$ cat config.mk
export PLATFORM = sky130hd
export DESIGN_NAME = encoder_channel_ctrl
export DESIGN_NICKNAME = d
export VERILOG_FILES = /design/src/rtl/encoder_channel_ctrl.sv
export SDC_FILE = /design/constraint.sdc
export NUM_CORES = 1
export LEC_CHECK = 0
export ABC_AREA = 1
export CORE_UTILIZATION = 51
export CTS_BUF_LIST = sky130_fd_sc_hd__clkbuf_4
export DETAILED_ROUTE_END_ITERATION = 12
export PLACE_DENSITY = 0.78
export SLEW_MARGIN = 20
export SYNTH_ARGS = -nofsm -noshare
export SYNTH_HDL_FRONTEND = slang
export SYNTH_SLANG_ARGS = --single-unit
$ cat constraint.sdc
create_clock -name clk -period 2.93 [get_ports clk]
set_input_delay 0.4395 -clock clk [delete_from_list [all_inputs] [get_ports clk]]
set_output_delay 0.4395 -clock clk [all_outputs]
set_load 0.02 [all_outputs]
$ cat src/rtl/encoder_channel_ctrl.sv
// rtl/encoder_channel_ctrl.sv - encoder/button driven RGB channel value registers
// Optional detent acceleration is built when ENC_ACCEL_EN is defined.
module encoder_channel_ctrl #(
    parameter int WIDTH           = 8,
    parameter int INCREMENT       = 1,
    parameter int DEBOUNCE_CYCLES = 16,
    parameter int ACCEL_WINDOW    = 1024
) (
    input  logic             clk,
    input  logic             reset,
    input  logic             a,
    input  logic             b,
    input  logic             btn,
    output logic [WIDTH-1:0] red,
    output logic [WIDTH-1:0] green,
    output logic [WIDTH-1:0] blue,
    output logic [1:0]       sel,
    output logic             changed
);

    localparam int CW = (DEBOUNCE_CYCLES > 2) ? $clog2(DEBOUNCE_CYCLES) : 1;
    localparam logic [CW-1:0]  CNT_LAST = CW'(DEBOUNCE_CYCLES - 1);
    localparam logic [WIDTH:0] MAXV     = {1'b0, {WIDTH{1'b1}}};
    localparam logic [WIDTH:0] STEP_1   = (WIDTH+1)'(INCREMENT);

    // Parameter sanity is checked once at elaboration.
    if (DEBOUNCE_CYCLES < 2 || ACCEL_WINDOW < 1) begin : g_param_check
        $error("encoder_channel_ctrl: DEBOUNCE_CYCLES must be >= 2 and ACCEL_WINDOW >= 1");
    end

    typedef enum logic [1:0] {SEL_R = 2'd0, SEL_G = 2'd1, SEL_B = 2'd2} sel_t;

    sel_t           sel_q;
    logic           old_a, old_b;
    logic [3:0]     dec;
    logic           up_step, dn_step;
    logic [WIDTH:0] cur, step_amt, sum, nxt;
    logic [CW-1:0]  cnt;
    logic           level;
    logic           mismatch, flip, press;

    assign sel = sel_q;
    assign dec = {a, old_a, b, old_b};

    assign mismatch = (btn != level);
    assign flip     = mismatch && (cnt == CNT_LAST);
    assign press    = flip && btn;

`ifdef ENC_ACCEL_EN
    localparam int GW = $clog2(ACCEL_WINDOW + 1);
    localparam logic [GW-1:0]  GAP_MAX = GW'(ACCEL_WINDOW);
    localparam logic [WIDTH:0] STEP_4  = (WIDTH+1)'(4 * INCREMENT);

    logic [GW-1:0] gap;
    logic          last_up;

    // Fast repeated turns in one direction take a 4x step.
    assign step_amt = ((gap < GAP_MAX) && (last_up == up_step)) ? STEP_4 : STEP_1;

    // Cycles since the last step and its direction; a new channel starts unaccelerated.
    always_ff @(posedge clk) begin
        if (reset || press) begin
            gap     <= GAP_MAX;
            last_up <= 1'b0;
        end else if (up_step || dn_step) begin
            gap     <= '0;
            last_up <= up_step;
        end else if (gap < GAP_MAX) begin
            gap <= gap + 1'b1;
        end
    end
`else
    assign step_amt = STEP_1;
`endif

    // Quadrature decode and saturating next value of the selected channel.
    always_comb begin
        up_step = (dec == 4'b1000) || (dec == 4'b0111);
        dn_step = (dec == 4'b0010) || (dec == 4'b1101);
        case (sel_q)
            SEL_G:   cur = {1'b0, green};
            SEL_B:   cur = {1'b0, blue};
            default: cur = {1'b0, red};
        endcase
        sum = cur + step_amt;
        nxt = cur;
        if (up_step) begin
            nxt = (sum > MAXV) ? MAXV : sum;
        end else if (dn_step) begin
            nxt = (cur < step_amt) ? '0 : cur - step_amt;
        end
    end

    // Phase history, channel registers and the change strobe.
    always_ff @(posedge clk) begin
        if (reset) begin
            old_a   <= 1'b0;
            old_b   <= 1'b0;
            red     <= '0;
            green   <= '0;
            blue    <= '0;
            changed <= 1'b0;
        end else begin
            old_a   <= a;
            old_b   <= b;
            changed <= (nxt != cur);
            if (nxt != cur) begin
                case (sel_q)
                    SEL_G:   green <= nxt[WIDTH-1:0];
                    SEL_B:   blue  <= nxt[WIDTH-1:0];
                    default: red   <= nxt[WIDTH-1:0];
                endcase
            end
        end
    end

    // Button debounce: accept a new level after it has persisted long enough.
    always_ff @(posedge clk) begin
        if (reset) begin
            cnt   <= '0;
            level <= 1'b0;
        end else if (flip) begin
            cnt   <= '0;
            level <= btn;
        end else if (mismatch) begin
            cnt <= cnt + 1'b1;
        end else begin
            cnt <= '0;
        end
    end

    // Channel selection FSM, advanced by debounced presses only.
    always_ff @(posedge clk) begin
        if (reset) begin
            sel_q <= SEL_R;
        end else if (press) begin
            case (sel_q)
                SEL_R:   sel_q <= SEL_G;
                SEL_G:   sel_q <= SEL_B;
                default: sel_q <= SEL_R;
            endcase
        end
    end

endmodule

Word level (Yosys, flattened, before mapping)
Index checks and enable logic that the tools add are counted.

word-level totals
  register bits = 34
  bits in latches = 0
  memory bits (writable) = 0
  memory bits (read-only) = 0
  input bits = 5
  logic and storage cells = 41
  memories = 0

cells by class
  add/subtract/negate cells = 3
  $mul = 0
  div/mod/pow operators = 0
  $lt $le $gt $ge = 2
  eq/ne operators = 9
  shift-type cells = 0
  muxes and demuxes = 6
  bitwise logic cells = 2
  reductions and logical operators = 10

operators with widths
  kind                   count
  $mux W9                4
  $pmux W8 S2            1
  $eq A4 B4 Y1 const B   3
  $add A9 B1 Y9 const B  1
  $gt A9 B8 Y1 const B   1
  $lt A9 B1 Y1 const B   1
  $ne A9 B9 Y1           1
  $sub A9 B1 Y9 const B  1
  $reduce_and A2 Y1      3
  $add A4 B1 Y4 const B  1
  $eq A4 B2 Y1 const B   1
  $eq A4 B3 Y1 const B   1
  $pmux W2 S2            1
  $reduce_or A3 Y1       1
  $eq A2 B1 Y1 const B   1
  $eq A2 B2 Y1 const B   1
  $logic_and A1 B1 Y1    2
  $logic_not A2 Y1       1
  $logic_or A1 B1 Y1     2
  $not A1 Y1             2
  $reduce_or A2 Y1       1
  $ne A1 B1 Y1           1

Longest topological paths before layout
  depth in word-level cells = 8
  mapped depth = 24
  depth with buffers taken out = 22

Least setup slack after synthesis
No wires, ideal clock.

  kind = reg-to-reg
  from = reg sel_q[0], in the netlist sel[0]
  to = reg blue[7]
  library setup time = 0.115 ns
  arrival = 2.946 ns
  path slack = -0.132 ns
  stages on the path, launching flop included = 21
  path buffers = 3
  period minus slack after synthesis = 3.062 ns
  path through = dfxtp_1 inv_1 ha_1 buf_4 nand3_1 o21ai_2 ha_1 inv_1 or2_2 nor2_1 nand3_1 nor2_1 nand3_1 nand3_2 nand2_2 nand2_1 nand3_2 buf_6 buf_6 a21oi_1 nor2_1

between the ends
  longest elaborated chain between the ends = 8
  elaborated cells between the ends (all ways) = 13
  those cells by class = add/sub (2); order compare (2); eq/ne (3); mux (5); reduce/logical (1)

ends and longest elaborated chain
  item                                                 line     text
  start: declaration                                   33       sel_t sel_q;
  start signal: assignment                             135      sel_q <= SEL_R;
  start signal: assignment                             138      SEL_R: sel_q <= SEL_G;
  start signal: assignment                             139      SEL_G: sel_q <= SEL_B;
  $eq A2 B2 Y1 / $eq A2 B1 Y1 (equally long branches)  80, 108
  $pmux W8 S2                                          80       case (sel_q)
  $add A9 B1 Y9, or another cell as far along          85       sum = cur + step_amt;
  $gt A9 B8 Y1 / $mux W9 (equally long branches)       88, 90
  $mux W9 (on tied branches)                           88, 89
  $mux W9                                              87       if (up_step) begin
  $ne A9 B9 Y1                                         107      if (nxt != cur) begin
  $reduce_and A2 Y1 (no source line)                   -
  end signal: assignment                               110      SEL_B: blue <= nxt[WIDTH-1:0];
  end: declaration                                     16       output logic [WIDTH-1:0] blue,

Several ways; a longest one is shown, not always the timed one.
A chain may end at the register's enable or synchronous reset.

Worst setup path after layout
  from = reg sel_q[0], in the netlist sel[0]
  to = reg green[5]

between the ends
  longest elaborated chain between the ends = 8
  elaborated cells between the ends (all ways) = 13
  those cells by class = add/sub (2); order compare (2); eq/ne (3); mux (5); reduce/logical (1)

ends and longest elaborated chain
  item                                                 line     text
  $eq A2 B2 Y1 / $eq A2 B1 Y1 (equally long branches)  80, 108
  $pmux W8 S2                                          80
  $add A9 B1 Y9, or another cell as far along          85
  $gt A9 B8 Y1 / $mux W9 (equally long branches)       88, 90
  $mux W9 (on tied branches)                           88, 89
  $mux W9                                              87
  $ne A9 B9 Y1                                         107
  $reduce_and A2 Y1 (no source line)                   -
  end signal: assignment                               109      SEL_G: green <= nxt[WIDTH-1:0];
  end: declaration                                     15       output logic [WIDTH-1:0] green,

Several ways; a longest one is shown, not always the timed one.

==> impl_results.md <==
- Highest Clock Rate: 328 MHz
- Crit start category: flip-flop
- Number of setup violations in the final report: 4
- Worst setup margin: -120 ps
- GR Util All Layers: 0.259
- CP Class: flip-flop to flip-flop
- Clock sinks: 34
- Synth Area in Adders: 0.0438
- Hold Violations, Final: 0
- Net Count, Synth: 369
- Iter 0 DRT Violations: 309
- Share of post-route cells with drive strength above 1: 0.274
- Post-synth EDFFs: 0
- Design Power: approximately 2.5 mW
- Gr ovfl total: 0
- # port buffers: 31
- Synth Cell Area: 2280 sq um
- Worst Path Arrival: 3350 ps
- Final setup TNS: -275 ps
- Outcome: finished, violations left
- Ys async rst share: 0
- Worst Max-Slew Pin Slew: between 500 and 600 ps
- Final Critical Period: 3050 ps
- Max cap viols: 0
- Worst hold margin: ~470 ps
- Routed WL per cell: 15.6 um
- Post-Syn Instances: ~360
- Seq/Total Area, Yosys: 0.298
- Nets@finish: 428
- Pwr/cell area: roughly 770 nW/um^2
- Die height: 68.9 um
- GPL Wtd Cong: 0.964
- DR DRC count: 0
- Die area: 4750 sq um
- Crit path required time: 3230 ps
- Via density: 5.65
- Clk Latency, worst-skew pair: 370 ps
- Diodes inserted: 0
- Vias in the first global route: 2023
- Dominant synthesized flop cell: dfxtp_1
- First-pass GRT wire length: between 9000 and 10000 um
- Clock skew: 18.7 ps
- Period utilization: 1.04
- Rel. slew slack: 0.596
- Number of CTS-inserted buffers: 5
- Layout area overhead: 43.1%
- CTS root buffer: clkbuf_4
- Post-route ant nets: 0
- Yosys top cell by area: dfxtp_1
- Post-detail-place hpwl: 4240 um
- RSZ-0062 raised after global routing: true
- Synth area leaders: dfxtp_1, nand2_1, nand3_1, nor2_1, inv_1
- Simple-gate portion of the synthesized area: 0.423
- Ys Warns: 0
- Share of the synthesized area in the top cell type: 0.298
- Clock buffer depth: 2
- Synth Area in Compound Gates: 0.101
- VDD IR max: ~0.66 mV
- Mux share of post-synthesis cell area: 0
- Largest family of logic cells by synthesized area: simple AND/OR/NAND/NOR gates
- Antenna violations before repair: 0
- H-tree depth: 2
- Largest net degree at the start of global routing: 24
- Filler cells: 289
- Critical path peak fanout: 6
- DP Worst Slack: -82.2 ps
- CTS clk-pin slew, worst paths: 130 ps
- CTS tree: yes
- Core area: roughly 4100 sq um
- Vias: 2634
- Fin util: 0.788
- Rows: 23
- Crit end category: flip-flop
- Die width: 68.9 um
- Leakage power: 1.43 nW
- I/O pins: 32
- HP Class: flip-flop to flip-flop
- DRT Pass-1 Iters: 6
- Seq cells post-synth: 34
- Slew Limit Fails: 0
- Synth cell count leaders: nand2_1, nor2_1, nand3_1
- Avg Cell Area, Syn: 6.41 sq um
- Failing checks: setup timing
- Synth Area in XOR/XNOR: 0.0192
- Count leader, synth: nand2_1
- Initial Util: 0.551
- Hold Buf Count CTS: 0
- WL final: 7250 um
- Distinct cells, synth: 32
-- cell families after synthesis --
logic type      after synthesis
buf+inv                      57
compound gates               41
fa+ha+maj                     8
flops                        34
xor+xnor                      5
simple gates                211
-- stage by stage --
stage          instances  area, sq um
5_1_grt              466         3270
3_3_place_gp         439         2700
6_report             466         3270
4_1_cts              447         2780
3_5_place_dp         439         2700
2_1_floorplan        356         2290
-- cells in the final DEF, fill, tap and decap left out, types with 2 or more instances in the layout --
cell,Yosys,final
o21ai_0,11,11
ha_4,0,4
clkbuf_4,0,6
inv_4,0,3
clkinv_1,1,2
a21oi_2,0,4
clkdlybuf4s50_1,0,31
nand2_4,3,9
nor2_2,3,4
clkbuf_16,0,4
nand3_2,5,13
dfxtp_1,34,32
nand3_1,38,27
xor2_1,4,4
nand3_4,0,4
buf_6,5,5
nand2_1,94,86
nor2_1,46,42
buf_4,1,22
o21ai_2,2,2
dfxtp_4,0,2
a21oi_1,23,19
inv_2,6,9
inv_1,36,30
nor3_1,3,3
ha_1,8,3
nand2_2,6,8
buf_12,0,3
nor2_4,0,3
nand4_1,8,8
-- report_power, final --
| group | total, mW | internal [mW] | leakage [nW] | switching (mW) |
|---|---|---|---|---|
| logic | 1.69 | 0.753 | 1.12 | 0.932 |
| clock network | 0.277 | 0.0993 | 0.0331 | 0.177 |
| registers | 0.542 | 0.509 | 0.278 | 0.0325 |
-- worst max-delay path: stages (launching register included) --
cell and delay, ps:
dfxtp_4 400, inv_4 60, ha_4 340, nand3_2 130, nand2_4 130, inv_4 50
ha_1 190, or2_4 240, nor2_2 80, nand3_1 90, nor2_2 110, nand3_2 110
buf_4 150, nand2_1 140, inv_1 100, nand2_1 70, o21ai_0 220, nand3_2 160
nand2_1 60, nor2_1 160
-- routing by layer --
metal	track usage	part of all wire
met4	0.0663	0.041
met1	0.337	0.41
met3	0.0543	0.074
met2	0.432	0.48
met5	0	0
-- sequential cells by signal, indices dropped and copies added (netlist names) --
register and count:
blue 8, changed 1, cnt 4, green 8
level 1, old_a 1, old_b 1, red 8
sel 2
-- worst paths after layout --
| path | startpoint | endpoint | slack (ps) | cells after the start |
|---|---|---|---|---|
| max | sel[0] | green[5] | -120 | 19 |
| min | cnt[0] | cnt[0] | 470 | 1 |
| max reg2reg | sel[0] | green[5] | -120 | 19 |
| min reg2reg | cnt[0] | cnt[0] | 470 | 1 |
-- cell type report --
cell class	count	area [sq um]	area share
clock buffer	6	45.0	0.0138
clock inverter	2	8.76	0.00268
inverter	43	169	0.0517
multi-input combinational	266	1600	0.490
sequential	34	688	0.211
tap	50	62.6	0.0191
timing repair buffer	65	692	0.212
-- repair_timing --
action                                  CTS  global route
endpoints found under the setup margin   24            25
pin swaps                                 1            22
setup buffers                             0            13
resized for setup                         8            62
gates cloned                              0             7
(Power assumes the default switching activity.)
